### config.mk
export PLATFORM = sky130hd
export DESIGN_NAME = hazard_ctrl_flat
export DESIGN_NICKNAME = d
export VERILOG_FILES = /design/src/rtl/hazard_ctrl_if.sv /design/src/rtl/hazard_ctrl.sv /design/src/flat_wrapper.sv
export SDC_FILE = /design/constraint.sdc
export NUM_CORES = 1
export LEC_CHECK = 0
export ABC_AREA = 1
export CAP_MARGIN = 20
export CORE_UTILIZATION = 35
export DETAILED_ROUTE_END_ITERATION = 10
export PLACE_DENSITY_LB_ADDON = 0.25
export RECOVER_POWER = 100
export SYNTH_ARGS = -nofsm -noshare
export SYNTH_HDL_FRONTEND = slang
export SYNTH_SLANG_ARGS = --single-unit
export TNS_END_PERCENT = 100
### constraint.sdc
create_clock -name clk -period 3.35 [get_ports clk]
set_input_delay 0.335 -clock clk [delete_from_list [all_inputs] [get_ports clk]]
set_output_delay 0.335 -clock clk [all_outputs]
set_load 0.01 [all_outputs]
### src/rtl/hazard_ctrl_if.sv
// Pipeline-side signal bundle for hazard_ctrl: ID/EX hazard sources in, stall/flush controls out.
// There is no valid/ready handshake here; every signal is a level that is meaningful in every cycle.
interface hazard_ctrl_if #(
  parameter int REG_W = 5,
  parameter int CNT_W = 16
);
  logic [REG_W-1:0] ifid_rs;
  logic [REG_W-1:0] ifid_rt;
  logic [REG_W-1:0] idex_rt;
  logic             idex_memread;
  logic             idex_mdu_start;
  logic             ifid_mdu_use;
  logic             flush;
  logic             pc_hold;
  logic             ifid_hold;
  logic             idex_bubble;
  logic             ifid_flush;
  logic             mdu_busy;
  logic [CNT_W-1:0] stall_count;

  modport master (
    output ifid_rs, ifid_rt, idex_rt, idex_memread, idex_mdu_start, ifid_mdu_use, flush,
    input  pc_hold, ifid_hold, idex_bubble, ifid_flush, mdu_busy, stall_count
  );

  modport slave (
    input  ifid_rs, ifid_rt, idex_rt, idex_memread, idex_mdu_start, ifid_mdu_use, flush,
    output pc_hold, ifid_hold, idex_bubble, ifid_flush, mdu_busy, stall_count
  );
endinterface

### src/rtl/hazard_ctrl.sv
// Hazard control for the 5-stage pipeline: multi-cycle load-use stalls, MDU busy tracking,
// flush priority and a saturating stall-cycle counter.
module hazard_ctrl #(
  parameter int REG_W      = 5,
  parameter int LOAD_STALL = 1,
  parameter int MDU_LAT    = 4,
  parameter int CNT_W      = 16
) (
  input  logic        clk,
  input  logic        rst_n,
  hazard_ctrl_if.slave bus
);
  localparam int LD_W  = (LOAD_STALL > 1) ? $clog2(LOAD_STALL) : 1;
  localparam int MDU_W = $clog2(MDU_LAT + 1);
  localparam logic [LD_W-1:0]  LD_RELOAD  = LD_W'(LOAD_STALL - 1);
  localparam logic [MDU_W-1:0] MDU_RELOAD = MDU_W'(MDU_LAT);
  localparam logic [CNT_W-1:0] CNT_MAX    = '1;

  logic [LD_W-1:0]  r_ld_cnt;
  logic [MDU_W-1:0] r_mdu_cnt;
  logic             r_mdu_busy;
  logic [CNT_W-1:0] r_stall_count;

  logic w_ld_hit;
  logic w_ld_busy;
  logic w_mdu_hit;
  logic w_stall;

  // $0 is hard-wired to zero, so a load targeting it can never feed a dependent
  assign w_ld_hit  = bus.idex_memread && (bus.idex_rt != '0) &&
                     ((bus.idex_rt == bus.ifid_rs) || (bus.idex_rt == bus.ifid_rt));
  assign w_ld_busy = (r_ld_cnt != '0);
  assign w_mdu_hit = bus.ifid_mdu_use && (r_mdu_busy || bus.idex_mdu_start);
  assign w_stall   = w_ld_hit || w_ld_busy || w_mdu_hit;

  always_comb begin
    bus.pc_hold     = 1'b0;
    bus.ifid_hold   = 1'b0;
    bus.idex_bubble = 1'b0;
    bus.ifid_flush  = 1'b0;
    if (bus.flush) begin
      bus.ifid_flush  = 1'b1;
      bus.idex_bubble = 1'b1;
    end else if (w_stall) begin
      bus.pc_hold     = 1'b1;
      bus.ifid_hold   = 1'b1;
      bus.idex_bubble = 1'b1;
    end
  end

  assign bus.mdu_busy    = r_mdu_busy;
  assign bus.stall_count = r_stall_count;

  always_ff @(posedge clk) begin
    if (!rst_n) begin
      r_ld_cnt      <= '0;
      r_mdu_cnt     <= '0;
      r_mdu_busy    <= 1'b0;
      r_stall_count <= '0;
    end else begin
      // A new load hit is only accepted once the previous load stall has drained
      if (bus.flush) begin
        r_ld_cnt <= '0;
      end else if (w_ld_busy) begin
        r_ld_cnt <= r_ld_cnt - LD_W'(1);
      end else if (w_ld_hit) begin
        r_ld_cnt <= LD_RELOAD;
      end

      // The MDU keeps running across flushes; a new start restarts the latency window
      if (bus.idex_mdu_start) begin
        r_mdu_cnt  <= MDU_RELOAD;
        r_mdu_busy <= 1'b1;
      end else begin
        if (r_mdu_cnt != '0) begin
          r_mdu_cnt <= r_mdu_cnt - MDU_W'(1);
        end
        r_mdu_busy <= (r_mdu_cnt > MDU_W'(1));
      end

      if (w_stall && !bus.flush && (r_stall_count != CNT_MAX)) begin
        r_stall_count <= r_stall_count + CNT_W'(1);
      end
    end
  end
endmodule

### src/flat_wrapper.sv
// flat-port wrapper written by rule: the top's interface ports become plain ports
module hazard_ctrl_flat 
#(
  parameter int REG_W      = 5,
  parameter int LOAD_STALL = 1,
  parameter int MDU_LAT    = 4,
  parameter int CNT_W      = 16
)
  (clk, rst_n, bus_ifid_rs, bus_ifid_rt, bus_idex_rt, bus_idex_memread, bus_idex_mdu_start, bus_ifid_mdu_use, bus_flush, bus_pc_hold, bus_ifid_hold, bus_idex_bubble, bus_ifid_flush, bus_mdu_busy, bus_stall_count);
  hazard_ctrl_if #(.REG_W(REG_W), .CNT_W(CNT_W)) bus_i ();
  input  logic clk;
  input  logic rst_n;
  input wire logic [$bits(bus_i.ifid_rs)-1:0] bus_ifid_rs;
  input wire logic [$bits(bus_i.ifid_rt)-1:0] bus_ifid_rt;
  input wire logic [$bits(bus_i.idex_rt)-1:0] bus_idex_rt;
  input wire logic [$bits(bus_i.idex_memread)-1:0] bus_idex_memread;
  input wire logic [$bits(bus_i.idex_mdu_start)-1:0] bus_idex_mdu_start;
  input wire logic [$bits(bus_i.ifid_mdu_use)-1:0] bus_ifid_mdu_use;
  input wire logic [$bits(bus_i.flush)-1:0] bus_flush;
  output wire logic [$bits(bus_i.pc_hold)-1:0] bus_pc_hold;
  output wire logic [$bits(bus_i.ifid_hold)-1:0] bus_ifid_hold;
  output wire logic [$bits(bus_i.idex_bubble)-1:0] bus_idex_bubble;
  output wire logic [$bits(bus_i.ifid_flush)-1:0] bus_ifid_flush;
  output wire logic [$bits(bus_i.mdu_busy)-1:0] bus_mdu_busy;
  output wire logic [$bits(bus_i.stall_count)-1:0] bus_stall_count;
  assign bus_i.ifid_rs = bus_ifid_rs;
  assign bus_i.ifid_rt = bus_ifid_rt;
  assign bus_i.idex_rt = bus_idex_rt;
  assign bus_i.idex_memread = bus_idex_memread;
  assign bus_i.idex_mdu_start = bus_idex_mdu_start;
  assign bus_i.ifid_mdu_use = bus_ifid_mdu_use;
  assign bus_i.flush = bus_flush;
  assign bus_pc_hold = bus_i.pc_hold;
  assign bus_ifid_hold = bus_i.ifid_hold;
  assign bus_idex_bubble = bus_i.idex_bubble;
  assign bus_ifid_flush = bus_i.ifid_flush;
  assign bus_mdu_busy = bus_i.mdu_busy;
  assign bus_stall_count = bus_i.stall_count;
  hazard_ctrl #(.REG_W(REG_W), .LOAD_STALL(LOAD_STALL), .MDU_LAT(MDU_LAT), .CNT_W(CNT_W)) u_core (.clk(clk), .rst_n(rst_n), .bus(bus_i));
endmodule
==> run summary <==
Syn nets -> 305
EDFF count, synth -> 0
Area of the multi-input gates -> 908 um^2
Startpoint Class -> input port
Crit Path Category -> input port to output pin
Sink Count -> 21
Top post-synthesis cells by area -> dfxtp_1 25%, nand2_1 16%, inv_1 14%
Met2 usage -> 26.6%
Antenna cells -> 0
Final setup fails -> 0
Top FF cell, synth -> dfxtp_1
I/O Buffers -> 41
CTS tree -> done
Starting DRT DRC Count -> 77
WP buf/inv -> 3
Hold buffer count at cts -> 0
Final min period -> 2.55 ns
Fill count -> 452
Pwr Density -> 264 mW/mm^2
Hpwl dp -> 2670 um
Placeable Area -> 0.00444 mm^2
Leak Pwr -> 1.07 nW
Switching share of power -> 28.7%
Vias in the first global route -> 1501
Gr usage total -> 15.3%
Clock Tree Root -> clkbuf_8
Post-CTS setup buffer count -> 0
Reg power frac -> 47.5%
Resized cells post-CTS -> 0
Total wire length -> 3460 um
Critical Path AT -> 2.22 ns
Highest clock rate -> 392 MHz
Antenna-violating nets left -> 0
Netlist cell types -> 27
Critical path's slowest cell -> dlygate4sd3_1
Most Crowded Layer GR -> met2
Worst min path class -> flip-flop to flip-flop
Via/cell ratio -> 4.41
Final #Nets -> 343
Outcome -> completed
Final Wtd Congestion -> 0.753
Tightest Pin Transition -> 0.937 ns
Relative max-transition margin -> 37.4%
Largest stage delay, worst path -> 0.62 ns
Synth area leader -> dfxtp_1
H-tree Lvls -> 1
Residual DRC -> 0
Max Cap Viol -> 0
Final Hold Vio Count -> 0
Critical Path RT -> 3.01 ns
Synth Register Bits -> 21
Clock Skews -> 0.00806 ns
Max-slew violations -> 0
# IOs -> 42
Reg clk slew, reported paths -> 0.09 ns
Gate Count Post-Synth -> 280
Share of cells above drive strength 1 -> 7.89%
Peak VDD IR -> 183 uV
Layout area overhead -> 27.5%
Initial Util -> 37.3%
M3 GR Usage -> 2.71%
Switching power total -> 0.160 mW
GR Util met1 -> 19.3%
Chip Height -> 70.8 um
Row cnt -> 24
Clock Tree Buf Depth -> 2
P_int -> 0.398 mW
Register area -> 420 um^2
DIE AREA -> 0.00502 mm^2
Commonest cells in the netlist -> 69 x nand2_1, 60 x inv_1, 39 x nor2_1
Syn. warnings -> 0
Tcrit/Tclk final -> 76.2%
CP Max Fanout -> 4
Syn Area/Cell -> 5.92 um^2
Total power draw -> 0.557 mW
CP delay by family, top -> buffers and inverters
Critical Path, Cell by Cell -> dlygate4sd3_1 > clkinv_1 > nand2_1 > nand2_1 > nor2_1 > nand3_1 > nand2_1 > nand2_1 > a21oi_1 > dlygate4sd3_1
Setup TNS -> 0 ns
Share of the synthesized area in the top cell type -> 25.4%
Gate power share -> 20.9%
Synthesized area -> 0.00166 mm^2
Clock Power Share -> 31.6%
Async SR Flop Fraction -> 0%
Largest net degree at the start of global routing -> 32
RSZ-0062 raised after global routing -> no
Remaining Overflow, GRT -> 0
Initial antenna violation count -> 0
Vias -> 1629
DR pass1 iterations -> 6
Critical path endpoint category -> output pin
Cell mode on critical path -> nand2_1
Sequential share of the synthesized area -> 25.4%
Top-count cell post-synth -> nand2_1
Wire per inst -> 9.38 um
Die width -> 70.8 um
Worst skew pair latency -> 0.27 ns
CTS buffer count -> 3
First-pass GRT wire length -> 6280 um
## cells by family after synthesis
kind of cell | after synthesis | share of synthesized area (%)
XOR/XNOR | 3 | 1.59
other | 1 | 0.226
AO/OA/AOI/OAI | 12 | 4.23
adder cells (fa/ha/maj) | 4 | 3.02
buffers and inverters | 76 | 19.2
AND/OR/NAND/NOR | 163 | 46.3
flip-flops | 21 | 25.4
## power groups by stage
stage | clock [mW] | combinational, mW | sequential [mW]
3_3_place_gp | 0 | 0.122 | 0.271
4_1_cts | 0.184 | 0.124 | 0.265
6_report | 0.176 | 0.116 | 0.265
5_1_grt | 0.191 | 0.132 | 0.266
3_5_place_dp | 0 | 0.124 | 0.270
2_1_floorplan | 0 | 0.0753 | 0.271
## final timing paths
| check | start | depth (start not counted) | to | slack (ns) |
|---|---|---|---|---|
| setup / recovery | bus_idex_rt[4] | 10 | bus_ifid_hold | 0.80 |
| hold / removal | u_core.r_mdu_cnt[0]$_SDFFE_PP0P_ | 1 | u_core.r_mdu_cnt[0]$_SDFFE_PP0P_ | 0.51 |
| setup reg to reg | u_core.bus.mdu_busy$_SDFF_PN0_ | 7 | u_core.bus.stall_count[14]$_SDFFE_PN0P_ | 1.58 |
| hold reg to reg | u_core.r_mdu_cnt[0]$_SDFFE_PP0P_ | 1 | u_core.r_mdu_cnt[0]$_SDFFE_PP0P_ | 0.51 |
## stage by stage
step	worst slack [ns]	cell area (um^2)	instances	utilization [%]	hold WS, ns
floorplan	1.83	1660	280	-	0.459
global placement	0.919	2080	365	46.8	0.488
detailed placement	0.922	2080	365	46.8	0.497
CTS	0.921	2130	369	47.9	0.517
global route	0.636	2110	369	47.6	0.548
finish	0.799	2110	369	47.6	0.512
## cells in the final DEF (no fill, tap or decap), types with 2 or more instances in the layout
cell type,netlist,layout
nand2_1,69,71
nor3_1,2,2
clkdlybuf4s50_1,0,18
o21ai_0,4,4
clkbuf_8,0,3
nand2_2,6,5
nand3_1,19,19
dfxtp_1,21,21
a21oi_1,3,3
nor2_2,6,6
inv_2,5,4
nor2_1,39,39
dlygate4sd3_1,0,23
ha_1,4,4
a31oi_1,2,2
nand3_4,2,2
inv_1,60,60
nand4_1,17,17
xnor2_1,3,3
## registers in the layout (all words and copies together), names as in the netlist
register / cells
u_core.bus.stall_count: 16
u_core.r_mdu_cnt: 3
u_core.r_ld_cnt: 1
u_core.bus.mdu_busy: 1
## layout make-up
cell class / instances / share of cell area [%]
clock inverters: 1 / 0.355
repair buffers: 43 / 20.0
multi-input cells: 183 / 43.0
inverters: 66 / 11.8
clock buffers: 3 / 1.95
flip-flops and latches: 21 / 19.9
well taps: 52 / 3.08
## layer usage
metal / part of all wire, % / routed length, um
met4: 1.2 / 40
met2: 46 / 1600
met1: 50 / 1730
met3: 2.9 / 101
met5: 0 / 0
Power figures use the tool's default switching activity.
